**src/rtl/show_corrode_ram_ctrl.sv**
```systemverilog
//============================================================================
// Module      : show_corrode_ram_ctrl
// Description : Write/read sequencer for the decimated 1-bit corrode mask RAM
//               (clear, frame capture, independent display read port).
// Revision    : 1.0
//============================================================================
`default_nettype none

module show_corrode_ram_ctrl #(
    parameter int SRC_W    = 1024,
    parameter int SRC_H    = 512,
    parameter int DS_SHIFT = 3,
    parameter int ADDR_W   = 13,
    localparam int XW      = $clog2(SRC_W),
    localparam int YW      = $clog2(SRC_H),
    localparam int GX_W    = XW - DS_SHIFT,
    localparam int GY_W    = YW - DS_SHIFT
) (
    input  logic              clk,
    input  logic              rst_n,
    input  logic              clr_req,
    input  logic              cap_req,
    output logic              busy,
    output logic              done,
    input  logic              in_vs,
    input  logic              in_de,
    input  logic              in_bit,
    input  logic              rd_en,
    input  logic [GX_W-1:0]   rd_x,
    input  logic [GY_W-1:0]   rd_y,
    output logic              rd_bit,
    output logic              rd_vld,
    output logic              ram_cea,
    output logic [ADDR_W-1:0] ram_ada,
    output logic              ram_din,
    output logic              ram_ceb,
    output logic [ADDR_W-1:0] ram_adb,
    output logic              ram_oce,
    output logic              ram_reset,
    input  logic              ram_dout
);

    localparam logic [ADDR_W-1:0] LAST_ADDR = '1;
    localparam logic [XW-1:0]     SX_LAST   = XW'(SRC_W - 1);
    localparam logic [YW-1:0]     SY_LAST   = YW'(SRC_H - 1);

    typedef enum logic [1:0] {
        S_IDLE    = 2'd0,
        S_CLEAR   = 2'd1,
        S_WAIT_VS = 2'd2,
        S_CAPTURE = 2'd3
    } state_t;

    state_t          r_state;
    logic [XW-1:0]   r_sx;
    logic [YW-1:0]   r_sy;

    logic              w_sample;
    logic              w_last_px;
    logic [ADDR_W-1:0] w_cap_addr;

    // Only the top-left source pixel of each DS x DS block is stored.
    assign w_sample   = (r_sx[DS_SHIFT-1:0] == '0) && (r_sy[DS_SHIFT-1:0] == '0);
    assign w_last_px  = (r_sx == SX_LAST) && (r_sy == SY_LAST);
    assign w_cap_addr = {r_sy[YW-1:DS_SHIFT], r_sx[XW-1:DS_SHIFT]};

    always_ff @(posedge clk) begin
        if (!rst_n) begin
            r_state <= S_IDLE;
            busy    <= 1'b0;
            done    <= 1'b0;
            ram_cea <= 1'b0;
            ram_din <= 1'b0;
            ram_ada <= '0;
            r_sx    <= '0;
            r_sy    <= '0;
        end else begin
            done    <= 1'b0;
            ram_cea <= 1'b0;
            case (r_state)
                S_IDLE: begin
                    if (clr_req) begin
                        r_state <= S_CLEAR;
                        busy    <= 1'b1;
                        ram_cea <= 1'b1;
                        ram_din <= 1'b0;
                        ram_ada <= '0;
                    end else if (cap_req) begin
                        r_state <= S_WAIT_VS;
                        busy    <= 1'b1;
                    end
                end
                S_CLEAR: begin
                    if (ram_ada == LAST_ADDR) begin
                        r_state <= S_IDLE;
                        busy    <= 1'b0;
                        done    <= 1'b1;
                    end else begin
                        ram_cea <= 1'b1;
                        ram_ada <= ram_ada + ADDR_W'(1);
                    end
                end
                S_WAIT_VS: begin
                    if (in_vs) begin
                        r_state <= S_CAPTURE;
                        r_sx    <= '0;
                        r_sy    <= '0;
                    end
                end
                S_CAPTURE: begin
                    // A frame-start inside a capture restarts the frame silently.
                    if (in_vs) begin
                        r_sx <= '0;
                        r_sy <= '0;
                    end else if (in_de) begin
                        if (w_sample) begin
                            ram_cea <= 1'b1;
                            ram_ada <= w_cap_addr;
                            ram_din <= in_bit;
                        end
                        if (r_sx == SX_LAST) begin
                            r_sx <= '0;
                            r_sy <= r_sy + YW'(1);
                        end else begin
                            r_sx <= r_sx + XW'(1);
                        end
                        if (w_last_px) begin
                            r_state <= S_IDLE;
                            busy    <= 1'b0;
                            done    <= 1'b1;
                        end
                    end
                end
                default: begin
                    r_state <= S_IDLE;
                    busy    <= 1'b0;
                end
            endcase
        end
    end

    // Read port runs regardless of the write-side state.
    always_ff @(posedge clk) begin
        if (!rst_n) begin
            ram_ceb <= 1'b0;
            ram_adb <= '0;
            rd_vld  <= 1'b0;
        end else begin
            ram_ceb <= rd_en;
            rd_vld  <= ram_ceb;
            if (rd_en) begin
                ram_adb <= {rd_y, rd_x};
            end
        end
    end

    assign rd_bit    = ram_dout;
    assign ram_oce   = 1'b1;
    assign ram_reset = ~rst_n;

endmodule

`default_nettype wire

```
**config.mk**
```make
export PLATFORM = sky130hd
export DESIGN_NAME = show_corrode_ram_ctrl
export DESIGN_NICKNAME = d
export VERILOG_FILES = /design/src/rtl/show_corrode_ram_ctrl.sv
export SDC_FILE = /design/constraint.sdc
export NUM_CORES = 1
export LEC_CHECK = 0
export ABC_AREA = 1
export BUFFER_PORTS_ARGS = -buffer_cell sky130_fd_sc_hd__buf_2
export CAP_MARGIN = 20
export CORE_AREA = 2 2 86 88
export DETAILED_ROUTE_END_ITERATION = 12
export DIE_AREA = 0 0 88 90
export PLACE_DENSITY_LB_ADDON = 0.3
export SLEW_MARGIN = 5
export SYNTH_ARGS = -nofsm -noshare
export SYNTH_HDL_FRONTEND = slang
export SYNTH_SLANG_ARGS = --single-unit
```
**constraint.sdc**
```tcl
create_clock -name clk -period 3.57 [get_ports clk]
set_input_delay 0.1785 -clock clk [delete_from_list [all_inputs] [get_ports clk]]
set_output_delay 0.1785 -clock clk [all_outputs]
set_load 0.005 [all_outputs]
```
# Yosys cells after proc, flatten, opt, wreduce, memory -nomap -nowiden

Cells that the tools add are included.

Multiply operators: 0
Divide/modulo/power cells: 0
Multiplexer cells: 47
$lt $le $gt $ge: 0
Bitwise operators: 1
Reductions and logical operators: 14
Equality and inequality tests: 17
Add/sub/neg operators: 3
Shifts and indexed selects: 0

Operators by type and width:

| cell                                           | number |
|---|---|
| 2-to-1 mux 13 bit                              | 5 |
| 2-to-1 mux 10 bit                              | 4 |
| case mux 13 bit (3 select lines)               | 1 |
| 2-to-1 mux 9 bit                               | 4 |
| case mux 10 bit (2 select lines)               | 1 |
| 2-to-1 mux 1 bit                               | 19 |
| case mux 9 bit (2 select lines)                | 1 |
| AND reduction 6 bit                            | 3 |
| inequality test 2 bit (second input constant)  | 8 |
| 2-to-1 mux 2 bit                               | 7 |
| adder 13 x 1 -> 13 bit (second input constant) | 1 |
| == test 13 bit (second input constant)         | 1 |
| adder 10 x 1 -> 10 bit (second input constant) | 1 |
| == test 10 bit (second input constant)         | 1 |
| adder 9 x 1 -> 9 bit (second input constant)   | 1 |
| == test 9 bit (second input constant)          | 1 |
| inequality test 3 bit (second input constant)  | 3 |
| case mux 2 bit (4 select lines)                | 1 |
| zero test 3 bit                                | 2 |
| case mux 1 bit (3 select lines)                | 2 |
| AND reduction 5 bit                            | 1 |
| == test 2 bit (second input constant)          | 2 |
| case mux 1 bit (2 select lines)                | 2 |
| AND reduction 4 bit                            | 1 |
| 7 further kinds                                | 9 |

Memory bits (read-only): 0
Flip-flop bits (word level): 53
Output and inout bits: 35
RAM bits: 0
Input port bits: 22
Memories: 0
Latch bits: 0

# Depth between registers and ports, before layout

Word-level depth: 6
Mapped depth: 12
Mapped depth without buffers: 12

# Least setup slack after synthesis

OpenSTA, ideal clock, no wires.

Path kind: register -> register
Start point: register r_sy[1]
End point: register r_state[0]
Arrival: 1544 ps
Required time: 3455 ps
Path buffers: 0
Slack: 1910 ps
Cell stages (with the launch flop): 12
Path through: dfxtp_1 -> ha_1 -> nand2_1 -> nor3_1 -> nand2_1 -> nor2_1 -> ha_1 -> nand4_1 -> nand2_1 -> nand3_1 -> o21ai_0 -> inv_1

Cells in the longest elaborated chain, start to end: 4

Ends and longest elaborated chain:

| what                            | line | source |
|---|---|---|
| start: declaration              | 56   | `logic [YW-1:0] r_sy;` |
| start signal: assignment        | 123  | `r_sy <= r_sy + YW'(1);` |
| == test 9 bit                   | 64   | `assign w_last_px = (r_sx == SX_LAST) && (r_sy == SY_LAST);` |
| logical AND 1 bit               | 64   |  |
| inequality test 2 bit (no line) | --   |  |
| AND reduction 6 bit (no line)   | --   |  |
| end signal: assignment          | 69   | `r_state <= S_IDLE;` |
| end signal: assignment          | 83   | `r_state <= S_CLEAR;` |
| end signal: assignment          | 89   | `r_state <= S_WAIT_VS;` |
| end: declaration                | 54   | `state_t r_state;` |

Every way passes these cells.
A chain may end at the register's enable or synchronous reset.

# Final worst setup path

Start point: register r_state[1]
End point: register ram_ada[11]

Cells in the longest elaborated chain, start to end: 3
Elaborated cells on any way between the ends: 11
Classes of those cells: eq/ne (7); mux (1); reduce/logical (3)

Ends and longest elaborated chain:

| what                                                                         | line | source |
|---|---|---|
| == test 2 x 1 -> 1 bit (tied with other cells)                               | 80   | `case (r_state)` |
| inequality test 2 bit (no line) / nonzero test 3 bit (equally long branches) | --   |  |
| AND reduction 6 bit (no line)                                                | --   |  |
| end signal: assignment                                                       | 100  | `ram_ada <= ram_ada + ADDR_W'(1);` |
| end signal: assignment                                                       | 118  | `ram_ada <= w_cap_addr;` |
| end: declaration                                                             | 34   | `output logic [ADDR_W-1:0] ram_ada,` |

Several ways; a longest one is shown, not always the timed one.

==> results_dict.tcl <==
set metrics [dict create \
    number_of_buffer_and_inverter_stages_on_the_critical_path 2 \
    initial_standard_cell_utilization_of_the_core_pct 39.2 \
    ys_seq_elements 53 \
    tightestPinTransition_ns 0.658 \
    timing.hold.ws_ns 0.0861 \
    vias 2642 \
    grt_pass1_vias 2409 \
    residual_antenna_violating_net_count_after_detailed_routing 0 \
    timing.final.hold_violations 0 \
    clock_insertion_delay_worst_skew_ns 0.31 \
    detailedPlace.worstSlack_ns 1.73 \
    fp.dieH_um 90 \
    crit_start "r_state[1]" \
    dieWidth_um 88 \
    gp_congestion 0.820 \
    first_iteration_detailed_routing_drc_count 107 \
    power.static_leakage_nw 1.37 \
    grt_start_max_net_pins 39 \
    dieArea_um2 7920 \
    tritoncts "yes" \
    syn_inst 402 \
    vias_per_cell 4.80 \
    grt_antenna_before_repair 0 \
    rr_endpoint "ram_ada[11]" \
    power_density_nw_per_um2 574 \
    final_critical_path_setup_slack_ns 1.72 \
    clkSlewWorstSetupHoldPaths_ns 0.09 \
    ctsHtreeMaxLevel 2 \
    critical_path.endpoint_type "flip-flop" \
    totalNegativeSetupSlack_ns 0 \
    synth.net_count 430 \
    final_net_count 478 \
    holdCritStartpoint "rd_y[4]" \
    seq_area_frac_synth_pct 38.6 \
    critPathArrivalTime_ns 2.06 \
    final.setup_skew_ns 0.00723 \
    cts_root_buffer "sky130_fd_sc_hd__clkbuf_8" \
    grt_util_all_layers_pct 17.0 \
    synth_area_leader_cell "sky130_fd_sc_hd__dfxtp_1" \
    post-cts-setup-buffers 0 \
    netlist.area_leader.share_pct 38.6 \
    headroom_to_the_max_slew_limit_pct 56.1 \
    synth_area_per_cell_um2 6.84 \
    fin_crit_ns 1.85 \
    crit_chain "nand2_2, nor2_4, nand2_1, o21ai_2, inv_2, nand2_4, inv_2, nor2_1, nor2_1" \
    timing.final.crit_share_pct 51.9 \
    multi_input_comb_area_um2 1440 \
    groute.layer.met2.usage_pct 27.1 \
    fp.coreArea_um2 7020 \
    holdPathEnd "ram_adb[11]" \
    setup_viol 0 \
    antenna_cells 0 \
    global_route_wire_length_before_repair_um 10900 \
    synthesis.yosys.warnings 0 \
    ys_top_cells_by_area "sky130_fd_sc_hd__dfxtp_1 39%, sky130_fd_sc_hd__nor2_1 12%, sky130_fd_sc_hd__nand2_1 9.8%" \
    drive_above_1_share_pct 18.4 \
    timing.critical_path.max_delay_family "simple AND/OR/NAND/NOR gates" \
    timing.reg2reg.setup_slack_ns 1.72 \
    worstReg2RegStart "r_state[1]" \
    wire_per_inst_um 11.8 \
    critPathSlowestCell "sky130_fd_sc_hd__dfxtp_1" \
    instance_count_on_the_critical_path 9 \
    holdPathStages 3 \
    netlist_area_um2 2750 \
    min-delay-path-class "in2reg" \
    worst-r2r-cell-count 9 \
    final_max_slew_viol_count 0 \
    max_freq_ghz 0.539 \
    finalCoreUtilization_pct 45.3 \
    timing_worst_setup_path_type "reg2reg" \
    outcome "completed" \
    cts.sink_count 53 \
    post_cts_resize_count 0 \
    rsz_0062_raised_after_global_routing "no" \
    global_route.peak_usage_layer "met2" \
    vdd.ir_drop.worst_mv 0.223 \
    crit_path_max_incr_delay_ns 0.44 \
    dp_hpwl_um 4700 \
    numCtsBuffers 5 \
    critical_path_required_ns 3.78 \
    grt_use_met3_pct 3.58 \
    maxCapViolations 0 \
    synth_cell_type_count 34 \
    holdBufCountCts 0 \
    critical_path.max_fanout 14 \
    cts_max_path_buffers 2 \
    area_growth_pct 15.6 \
    fillCellCount 736 \
    seq_area_um2 1060 \
    design.portCount 57 \
    drcViolationCount 0 \
    core.rowCount 31 \
    overflow 0 \
    routed_wire_length_um 6480 \
    critPathLaunchType "flip-flop" \
    port_buffers 53 \
    groute.layer.met1.usage_pct 22.7 \
    number_of_detailed_routing_iterations_run_before_antenna_repair 5 \
]
-- sequential cells by signal, summed over array words and instances, names as in the netlist --
register and cells:
ram_ada 13, ram_adb 13, r_sx 10, r_sy 9, r_state 2, busy 1
done 1, ram_cea 1, ram_ceb 1, ram_din 1, rd_vld 1
-- layout make-up --
cell class	count	area share (%)
clock buffer	6	2.60
multi-input combinational	295	45.3
sequential	53	33.4
clock inverter	2	1.18
tap	99	3.90
inverter	41	5.08
timing repair buffer	54	8.58
-- metal layers --
metal / share of wire [%] / wire length, um / vias up
met5: 0 / 0 / -
met4: 1.6 / 106 / 0
met3: 5.9 / 381 / 13
met2: 46 / 2970 / 79
met1: 47 / 3030 / 1165
li1: - / - / 1385
-- worst register-to-register path: stages (launching register included) --
cell and delay [ns]:
sky130_fd_sc_hd__dfxtp_1 0.44, sky130_fd_sc_hd__nand2_2 0.24, sky130_fd_sc_hd__nor2_4 0.21, sky130_fd_sc_hd__nand2_1 0.11, sky130_fd_sc_hd__o21ai_2 0.18, sky130_fd_sc_hd__inv_2 0.08, sky130_fd_sc_hd__nand2_4 0.16, sky130_fd_sc_hd__inv_2 0.15
sky130_fd_sc_hd__nor2_1 0.14, sky130_fd_sc_hd__nor2_1 0.05
-- synthesized netlist by cell type --
cell type,count
sky130_fd_sc_hd__or2_1,1
sky130_fd_sc_hd__clkinv_4,1
sky130_fd_sc_hd__nand4_1,6
sky130_fd_sc_hd__clkbuf_1,5
sky130_fd_sc_hd__conb_1,1
sky130_fd_sc_hd__a21oi_1,12
sky130_fd_sc_hd__dfxtp_1,53
sky130_fd_sc_hd__nor2_4,1
sky130_fd_sc_hd__ha_1,6
sky130_fd_sc_hd__clkinv_1,1
sky130_fd_sc_hd__nor2_1,89
sky130_fd_sc_hd__nor2_2,2
sky130_fd_sc_hd__nor3b_1,4
sky130_fd_sc_hd__buf_6,4
sky130_fd_sc_hd__inv_1,36
sky130_fd_sc_hd__nand2_2,6
sky130_fd_sc_hd__o22ai_1,4
sky130_fd_sc_hd__nand2_1,72
sky130_fd_sc_hd__nand2_4,2
sky130_fd_sc_hd__nor3_4,2
sky130_fd_sc_hd__inv_4,1
sky130_fd_sc_hd__buf_2,2
sky130_fd_sc_hd__o21ai_2,1
sky130_fd_sc_hd__xor2_1,2
sky130_fd_sc_hd__inv_2,2
sky130_fd_sc_hd__nand3_1,21
sky130_fd_sc_hd__o21a_1,2
sky130_fd_sc_hd__nand3_2,2
sky130_fd_sc_hd__o21ai_1,6
sky130_fd_sc_hd__nand2_8,1
sky130_fd_sc_hd__nor3_1,10
sky130_fd_sc_hd__o21ai_0,40
sky130_fd_sc_hd__a211oi_1,2
sky130_fd_sc_hd__buf_4,2
-- report_power, final --
part | internal (mW) | switching (mW) | leakage, nW | total (mW)
clock network | 0.228 | 0.202 | 0.0574 | 0.430
logic | 0.216 | 0.386 | 0.883 | 0.602
registers | 0.685 | 0.109 | 0.434 | 0.793
-- metrics by stage --
step / total power, mW / instance area [um^2] / cells
3_5_place_dp: 1.41 / 3060 / 542
3_3_place_gp: 1.40 / 3060 / 542
4_1_cts: 1.85 / 3180 / 550
6_report: 1.83 / 3180 / 550
5_1_grt: 1.96 / 3180 / 550
2_1_floorplan: 1.24 / 2750 / 402
-- cells in the final DEF (no fill, tap or decap), types with 2 or more instances in the layout --
cell type	instances
sky130_fd_sc_hd__nor2_1	89
sky130_fd_sc_hd__nor3_1	10
sky130_fd_sc_hd__o21ai_0	40
sky130_fd_sc_hd__a211oi_1	2
sky130_fd_sc_hd__nor2_2	2
sky130_fd_sc_hd__nand3_1	21
sky130_fd_sc_hd__nor3_4	2
sky130_fd_sc_hd__buf_2	53
sky130_fd_sc_hd__dfxtp_1	53
sky130_fd_sc_hd__nand2_4	2
sky130_fd_sc_hd__nor3b_1	4
sky130_fd_sc_hd__ha_1	6
sky130_fd_sc_hd__nand4_1	6
sky130_fd_sc_hd__inv_2	2
sky130_fd_sc_hd__o22ai_1	4
sky130_fd_sc_hd__o21ai_1	6
sky130_fd_sc_hd__nand2_1	72
sky130_fd_sc_hd__inv_1	36
sky130_fd_sc_hd__o21a_1	2
sky130_fd_sc_hd__clkbuf_8	6
sky130_fd_sc_hd__nand3_2	2
sky130_fd_sc_hd__xor2_1	2
sky130_fd_sc_hd__a21oi_1	12
sky130_fd_sc_hd__nand2_2	6
-- worst max-delay path by stage --
stage	to
final	ram_ada[11]
after global routing	r_state[0]
after CTS	r_state[0]
after detailed placement	r_state[0]
after global placement	ram_ada[7]
after floorplan	r_state[0]
-- logic make-up (layout without fill, tap and decap cells) --
group           Yosys count  after routing  share of synthesized area (%)
compound gates           67             67                           12.9
buf+inv                  54            103                           9.10
other cells               1              1                          0.136
xor+xnor                  2              2                          0.637
flops                    53             53                           38.6
simple gates            219            219                           36.0
fa+ha+maj                 6              6                           2.73
No activity file was read; power rests on OpenSTA's default activity.
